[config.mk]
export PLATFORM = sky130hd
export DESIGN_NAME = i2s_apb_feeder
export DESIGN_NICKNAME = d
export VERILOG_FILES = /design/src/rtl/i2s_apb_feeder.sv
export SDC_FILE = /design/constraint.sdc
export NUM_CORES = 1
export LEC_CHECK = 0
export CAP_MARGIN = 40
export CORE_ASPECT_RATIO = 2
export CORE_MARGIN = 2
export CORE_UTILIZATION = 36
export CTS_CLUSTER_DIAMETER = 30
export CTS_CLUSTER_SIZE = 10
export DETAILED_ROUTE_END_ITERATION = 16
export PLACE_DENSITY = 0.77
export SYNTH_ARGS = -nofsm -noshare
export SYNTH_HDL_FRONTEND = slang
export SYNTH_SLANG_ARGS = --single-unit
[constraint.sdc]
create_clock -name pclk -period 2.4 [get_ports pclk]
set_clock_uncertainty 0.15 [all_clocks]
set_input_delay 0.72 -clock pclk [delete_from_list [all_inputs] [get_ports pclk]]
set_output_delay 0.72 -clock pclk [all_outputs]
set_load 0.05 [all_outputs]
[src/rtl/i2s_apb_feeder.sv]
// -----------------------------------------------------------------------------
// i2s_apb_feeder
//
// Feeds a PCM sample stream into the Tx data register of an I2S transceiver
// through a minimal APB-style master. Every bus transfer is one setup cycle
// (penable=0) followed by one access cycle (penable=1), with no wait states.
// Before each write the transceiver flags register is polled. A word is
// written only when the Tx data register reports empty.
//
// Optional feature, guarded by the macro I2S_FEEDER_RX_DRAIN_EN:
//   When defined, the feeder also drains the transceiver Rx data register
//   into an output stream. An Rx read takes priority over a Tx write. With
//   the macro undefined, the Rx states do not exist, m_valid/m_data are
//   tied low and m_ready is ignored.
//
// Parameters:
//   ADR_BASE      byte base address of the transceiver register block
//   TX_OFFSET     Tx data register offset
//   RX_OFFSET     Rx data register offset
//   FLAGS_OFFSET  flags register offset (bit11 Tx empty, bit10 Rx empty)
//
// Ports:
//   pclk, preset      clock (rising edge) and asynchronous active-low reset
//   en                enable; when low, no new transaction is started
//   s_valid/s_ready   sample input handshake, s_data 32-bit sample
//   penable, pwrite   APB-style control (no psel, no pready)
//   paddr, pwdata     APB address / write data (held in IDLE)
//   prdata            APB read data
//   m_valid/m_ready   received-sample output handshake, m_data 32-bit word
//   wr_count          number of words written to the Tx register (wraps)
//   busy              high whenever the FSM is not in IDLE
// -----------------------------------------------------------------------------
module i2s_apb_feeder #(
    parameter logic [31:0] ADR_BASE     = 32'd0,
    parameter logic [31:0] TX_OFFSET    = 32'd4,
    parameter logic [31:0] RX_OFFSET    = 32'd8,
    parameter logic [31:0] FLAGS_OFFSET = 32'd12
) (
    input  logic        pclk,
    input  logic        preset,
    input  logic        en,
    input  logic        s_valid,
    input  logic [31:0] s_data,
    output logic        s_ready,
    output logic        penable,
    output logic        pwrite,
    output logic [31:0] paddr,
    output logic [31:0] pwdata,
    input  logic [31:0] prdata,
    output logic        m_valid,
    output logic [31:0] m_data,
    input  logic        m_ready,
    output logic [15:0] wr_count,
    output logic        busy
);

    localparam logic [31:0] TX_ADDR    = ADR_BASE + TX_OFFSET;
    localparam logic [31:0] RX_ADDR    = ADR_BASE + RX_OFFSET;
    localparam logic [31:0] FLAGS_ADDR = ADR_BASE + FLAGS_OFFSET;

    localparam int TX_EMPTY_BIT = 11;
    localparam int RX_EMPTY_BIT = 10;

    typedef enum logic [2:0] {
        IDLE   = 3'd0,
        POLL_S = 3'd1,
        POLL_A = 3'd2,
        WR_S   = 3'd3,
        WR_A   = 3'd4
`ifdef I2S_FEEDER_RX_DRAIN_EN
        ,
        RD_S   = 3'd5,
        RD_A   = 3'd6
`endif
    } state_t;

    state_t      state;
    state_t      state_nxt;
    logic        buf_full;
    logic [31:0] buf_q;
    logic [31:0] paddr_nxt;
    logic [31:0] pwdata_nxt;
    logic        rx_want;
    logic        wr_done;

    assign s_ready = !buf_full;
    assign busy    = (state != IDLE);
    assign wr_done = (state == WR_A);

    // -------------------------------------------------------------------------
    // FSM: state register
    // -------------------------------------------------------------------------
    // NOTE: sequential state uses non-blocking assignments so every register
    // samples the pre-edge values of the others, independent of block order.
    always_ff @(posedge pclk or negedge preset) begin
        if (!preset) begin
            state <= IDLE;
        end else begin
            state <= state_nxt;
        end
    end

    // -------------------------------------------------------------------------
    // FSM: next-state logic
    // -------------------------------------------------------------------------
    // en is only consulted in IDLE, so a transfer already under way always
    // runs to completion (including the write/read chosen after a poll).
    // NOTE: every combinational output gets a default first so that no path
    // through the case statement leaves it unassigned and infers a latch.
    always_comb begin
        state_nxt = state;
        case (state)
            IDLE: begin
                if (en && (buf_full || rx_want)) begin
                    state_nxt = POLL_S;
                end
            end
            POLL_S: state_nxt = POLL_A;
            POLL_A: begin
                // Flags are sampled from prdata on the edge that ends POLL_A.
                // An Rx read takes priority over a Tx write.
`ifdef I2S_FEEDER_RX_DRAIN_EN
                if (rx_want && !prdata[RX_EMPTY_BIT]) begin
                    state_nxt = RD_S;
                end else
`endif
                if (buf_full && prdata[TX_EMPTY_BIT]) begin
                    state_nxt = WR_S;
                end else begin
                    state_nxt = IDLE;
                end
            end
            WR_S: state_nxt = WR_A;
            WR_A: state_nxt = IDLE;
`ifdef I2S_FEEDER_RX_DRAIN_EN
            RD_S: state_nxt = RD_A;
            RD_A: state_nxt = IDLE;
`endif
            default: state_nxt = IDLE;
        endcase
    end

    // -------------------------------------------------------------------------
    // FSM: output logic
    // -------------------------------------------------------------------------
    // penable/pwrite decode the current state directly, so reset forces both
    // low asynchronously. paddr/pwdata are registered. They load on entry to
    // a setup state and otherwise hold, which keeps the last values in IDLE.
    always_comb begin
        penable    = 1'b0;
        pwrite     = 1'b0;
        paddr_nxt  = paddr;
        pwdata_nxt = pwdata;

        case (state)
            POLL_A, WR_A: penable = 1'b1;
`ifdef I2S_FEEDER_RX_DRAIN_EN
            RD_A:         penable = 1'b1;
`endif
            default:      penable = 1'b0;
        endcase

        pwrite = (state == WR_S) || (state == WR_A);

        case (state_nxt)
            POLL_S: paddr_nxt = FLAGS_ADDR;
            WR_S: begin
                paddr_nxt  = TX_ADDR;
                pwdata_nxt = buf_q;
            end
`ifdef I2S_FEEDER_RX_DRAIN_EN
            RD_S:   paddr_nxt = RX_ADDR;
`endif
            default: ;
        endcase
    end

    always_ff @(posedge pclk or negedge preset) begin
        if (!preset) begin
            paddr  <= '0;
            pwdata <= '0;
        end else begin
            paddr  <= paddr_nxt;
            pwdata <= pwdata_nxt;
        end
    end

    // -------------------------------------------------------------------------
    // Sample buffer
    // -------------------------------------------------------------------------
    // s_ready stays low through WR_A. The earliest refill is therefore the
    // edge after WR_A, and clear and capture can never coincide.
    always_ff @(posedge pclk or negedge preset) begin
        if (!preset) begin
            buf_full <= 1'b0;
        end else if (wr_done) begin
            buf_full <= 1'b0;
        end else if (s_valid && s_ready) begin
            buf_full <= 1'b1;
        end
    end

    // NOTE: the data word itself needs no reset. It is only observed while
    // buf_full is set, and buf_full is reset.
    always_ff @(posedge pclk) begin
        if (s_valid && s_ready) begin
            buf_q <= s_data;
        end
    end

    always_ff @(posedge pclk or negedge preset) begin
        if (!preset) begin
            wr_count <= '0;
        end else if (wr_done) begin
            wr_count <= wr_count + 16'd1;
        end
    end

    // -------------------------------------------------------------------------
    // Optional Rx drain path
    // -------------------------------------------------------------------------
`ifdef I2S_FEEDER_RX_DRAIN_EN
    // Only drain while the output slot is free. This keeps m_data stable
    // until it is consumed, and a stalled consumer blocks further reads.
    assign rx_want = !m_valid;

    always_ff @(posedge pclk or negedge preset) begin
        if (!preset) begin
            m_valid <= 1'b0;
            m_data  <= '0;
        end else if (state == RD_A) begin
            m_valid <= 1'b1;
            m_data  <= prdata;
        end else if (m_valid && m_ready) begin
            m_valid <= 1'b0;
        end
    end
`else
    assign rx_want = 1'b0;
    assign m_valid = 1'b0;
    assign m_data  = '0;

    // Inputs and constants that only the Rx path consumes.
    logic unused_rx_sink;
    assign unused_rx_sink = ^{m_ready, prdata[31:TX_EMPTY_BIT+1],
                              prdata[RX_EMPTY_BIT:0], RX_ADDR};
`endif

endmodule

# Yosys cells after proc, flatten, opt, wreduce, memory -nomap -nowiden
# Cells that the tools add are included.
# W data, S select, Z words.
# totals
register_bits	116
elab_cells	30
output_inout_bits	117
inputBits	69
# op_classes
n_reduce_logical	10
n_eq_ne	6
addsub	1
mux	7
# ops
cell	n
$pmux W32 S2	1
$add A16 B1 Y16 const B	1
$pmux W3 S4	1
$eq A3 B2 Y1 const B	3
$eq A3 B1 Y1 const B	2
$reduce_bool A2 Y1	2
$eq A3 B3 Y1 const B	1
$logic_and A1 B1 Y1	3
$logic_not A3 Y1	1
$mux W1	3
$mux W3	1
$reduce_bool A3 Y1	1
$mux W2	1
$reduce_or A2 Y1	1
$logic_not A1 Y1	1
$logic_or A1 B1 Y1	1

# Depth between registers and ports, before layout
# logic_depth
depth_word	5
depth_mapped	5
mapped_depth_nobuf	5

# Least setup slack after synthesis
# OpenSTA, ideal clock, no wires.
# synth_timing
path_type	input-to-reg
start	input s_valid
end	register buf_q[0] (enable)
setup_time_ns	0.425
path_buffers	0
setup_slack_ns	-0.342
arrival_ns	2.168
cell_stages	1
path_cell_list	nor2b_1
# synth_via
elab_chain_cells	1
# synth_lines
item	line_no	source
from (decl)	42	input logic s_valid,
$logic_and A1 B1 Y1	206	if (s_valid && s_ready) begin
to (signal assigned)	207	buf_q <= s_data;
to (decl)	80	logic [31:0] buf_q;
# No other way between the ends.
# A chain may end at the register's enable or synchronous reset.

# Worst setup path in the final report
# layout_timing
start	register pwdata[28]
end	output pwdata[28]
# layout_rtl
item	line_no	source
from (decl)	48	output logic [31:0] pwdata,
from (signal assigned)	184	pwdata <= pwdata_nxt;
# No word-level cell between the ends.

==> results.toml <==
[die]
coreArea_um2 = 9760
io_pins = 186
die-area_um2 = 10900
rows = 51
start_util_pct = 37.0
dieHeight_um = 146
die_w_um = 74.8

[timing]
max_freq_mhz = 426
drv_slew = 0
hold_ws_ns = 0.238
relSlewSlack_pct = 63.9
finalCriticalPeriod_ns = 2.35
setup_viol = 0
final.setup.tns_ns = 0
rsz0062_at_grt = "false"
tightest_slew_ns = 0.541
fin_crit_sh_pct = 97.9
hold_viol = 0

[finish]
drive_gt1_share_pct = 14.0
fillers = 862
final_cell_mix = "conb_1 (63), dfrtp_1 (54), clkdlybuf4s50_1 (53)"
ff_latch_area_um2 = 2310
layout.cells.non_filler = 488
layout_commonest_cell = "conb_1"
area_delta_synth_final_pct = 33.3
antenna_cells = 0
post-route-util_pct = 49.3
fin_nets = 422
multi_input_area_um2 = 1030

[setup_path]
rr_worst_depth = 5
required_ns = 1.53
crit_path_start_kind = "flop"
reg2reg_from = "buf_full"
critPathCaptureType = "primary output"
critPathCapture = "pwdata[28]"
worst-path-stages = 1
critPathLaunch = "pwdata[28]"
cp_max_fo = 2
cp_slowest_stage_delay_ns = 0.81
crit_family = "buffers and inverters"
path_buf_inv = 1
path_cells = "clkdlybuf4s50_1"
rrSetupSlack_ns = 0.44
critPathKind = "reg -> out"
arrival_ns = 1.48
slowest_stage = "clkdlybuf4s50_1"
r2r_end = "pwdata[25]"

[clocking]
cts_htree_levels = 3
cts_buffers = 9
clkTransAtPathRegs_ns = 0.06
cts.path.max_buffers = 2
post_cts_buffers = 0
clkSinkCount = 86
cts-hold-fix-buffers = 0
clock_latency_ns = 0.33
cts_root_buffer = "clkbuf_16"
cts_tree = "yes"

[pwr]
vdd_drop_max_v = 0.000890
p_leak_nw = 2.18
total_power_mw = 6.33
powerDensity_nw_per_um2 = 1320

[placed_design]
io_buffers = 90
dp_hpwl_um = 4640
dp.cells = 473
place_congestion = 0.743

[run_status]
status = "finished, final reports clean"

[synth]
synth_top_area_cell = "dfrtp_1"
ys_top_cells_by_area = "dfrtp_1 (37%), edfxtp_1 (27%), buf_4 (14%)"
synth_top_cell_area_share_pct = 37.4
synth-seq-cells = 86
synth_cell_types = 29
postSynthCellCount = 250
synth.avg_cell_area_um2 = 14.4
syn-cell-area_um2 = 3610
synth_warnings = 0
yosysSeqAreaShare_pct = 64.1

[route]
topRoutingLayerUsed = "met4"
post_drt_wl_per_cell_um = 13.1
wl_um = 6410
wl_met1_um = 2330
wl_met2_um = 3510
vias_per_cell = 4.15
postRouteAntennaNets = 0
drcViolationCount = 0
firstDrtPassIters = 4
drtIter0Drc = 97
vias = 2025
dr_wl_met3_um = 491

[grt]
grt_max_degree = 55
grtUsageTotal_pct = 12.7
first_global_vias = 2016
grt_overflow = 0
antenna_found_initial = 0
grt_pass1_wl_um = 10400

[flow_run]
maxCapViolations = 0

[min_path]
hold_path_class = "in -> async"
[report_power, final]
group          switching [mW]  internal, mW
Combinational            1.86         0.887
Sequential              0.208          1.92
Clock                   0.518         0.931
Total                    2.59          3.74
[through the flow]
step | instance area (um2) | setup slack, ns
6_report | 4810 | 0.0500
5_1_grt | 4810 | 0.00311
4_1_cts | 4780 | 0.00166
3_5_place_dp | 4470 | 0.0779
3_3_place_gp | 4470 | 0.0909
2_1_floorplan | 3840 | 0.112
[final cells by class]
type / count / area share [%]
Timing Repair Buffer: 96 / 20.3
Multi-Input combinational cell: 156 / 21.4
Inverter: 3 / 0.234
Clock inverter: 4 / 1.48
Sequential cell: 86 / 48.1
Tap cell: 132 / 3.43
Clock buffer: 11 / 5.05
[what timing repair did]
action | 4_1_cts | 5_1_grt
setup endpoints to repair | 2 | 11
pin swaps | 0 | 0
cloned | 0 | 0
resized for setup | 2 | 11
[worst min-delay path by stage]
stage	startpoint	to	slack [ns]	cells after the start
floorplan	preset	buf_full	0.27	0
global placement	buf_q[27]	pwdata[27]	0.29	1
detailed placement	buf_q[12]	pwdata[12]	0.30	1
CTS	preset	pwdata[5]	0.24	2
global route	preset	pwdata[5]	0.26	2
finish	preset	pwdata[5]	0.24	2
[registers in the layout, indices dropped and copies added (netlist names)]
register and flops:
state 3, buf_q 32, wr_count 16, paddr 2
pwdata 32, buf_full 1
[cell families after synthesis]
| kind of cell | count (synthesis) | synth area share [%] |
|---|---|---|
| multiplexers | 32 | 9.99 |
| XOR/XNOR | 16 | 3.88 |
| buffers and inverters | 70 | 14.4 |
| AO/OA/AOI/OAI | 4 | 0.693 |
| adder cells (fa/ha/maj) | 1 | 0.347 |
| AND/OR/NAND/NOR | 40 | 6.55 |
| other | 1 | 0.104 |
| flip-flops | 86 | 64.1 |
[cell usage after synthesis]
| library cell | n |
|---|---|
| o21ai_0 | 1 |
| or3b_1 | 1 |
| inv_2 | 1 |
| nor2_2 | 1 |
| or3_1 | 3 |
| nor4_1 | 1 |
| conb_1 | 1 |
| nor4_4 | 2 |
| xor2_1 | 4 |
| nand2_1 | 9 |
| ha_1 | 1 |
| and3_1 | 1 |
| nor2_1 | 7 |
| nor2b_1 | 1 |
| mux2_1 | 32 |
| nor3b_1 | 1 |
| dfrtp_1 | 54 |
| edfxtp_1 | 32 |
| o22a_1 | 1 |
| inv_1 | 2 |
| nand2b_1 | 1 |
| nand4_1 | 4 |
| a21oi_1 | 1 |
| buf_4 | 66 |
| xnor2_1 | 12 |
| buf_6 | 1 |
| or2_1 | 2 |
| o22ai_1 | 1 |
| nand3_1 | 6 |
[metal layers]
layer | GRT usage, % | vias to the layer above
met5 | 0 | -
met4 | 5.09 | 0
met3 | 4.64 | 6
met2 | 21.6 | 103
met1 | 13.7 | 989
li1 | - | 927
Note: power is estimated with default switching activity, not from simulation.
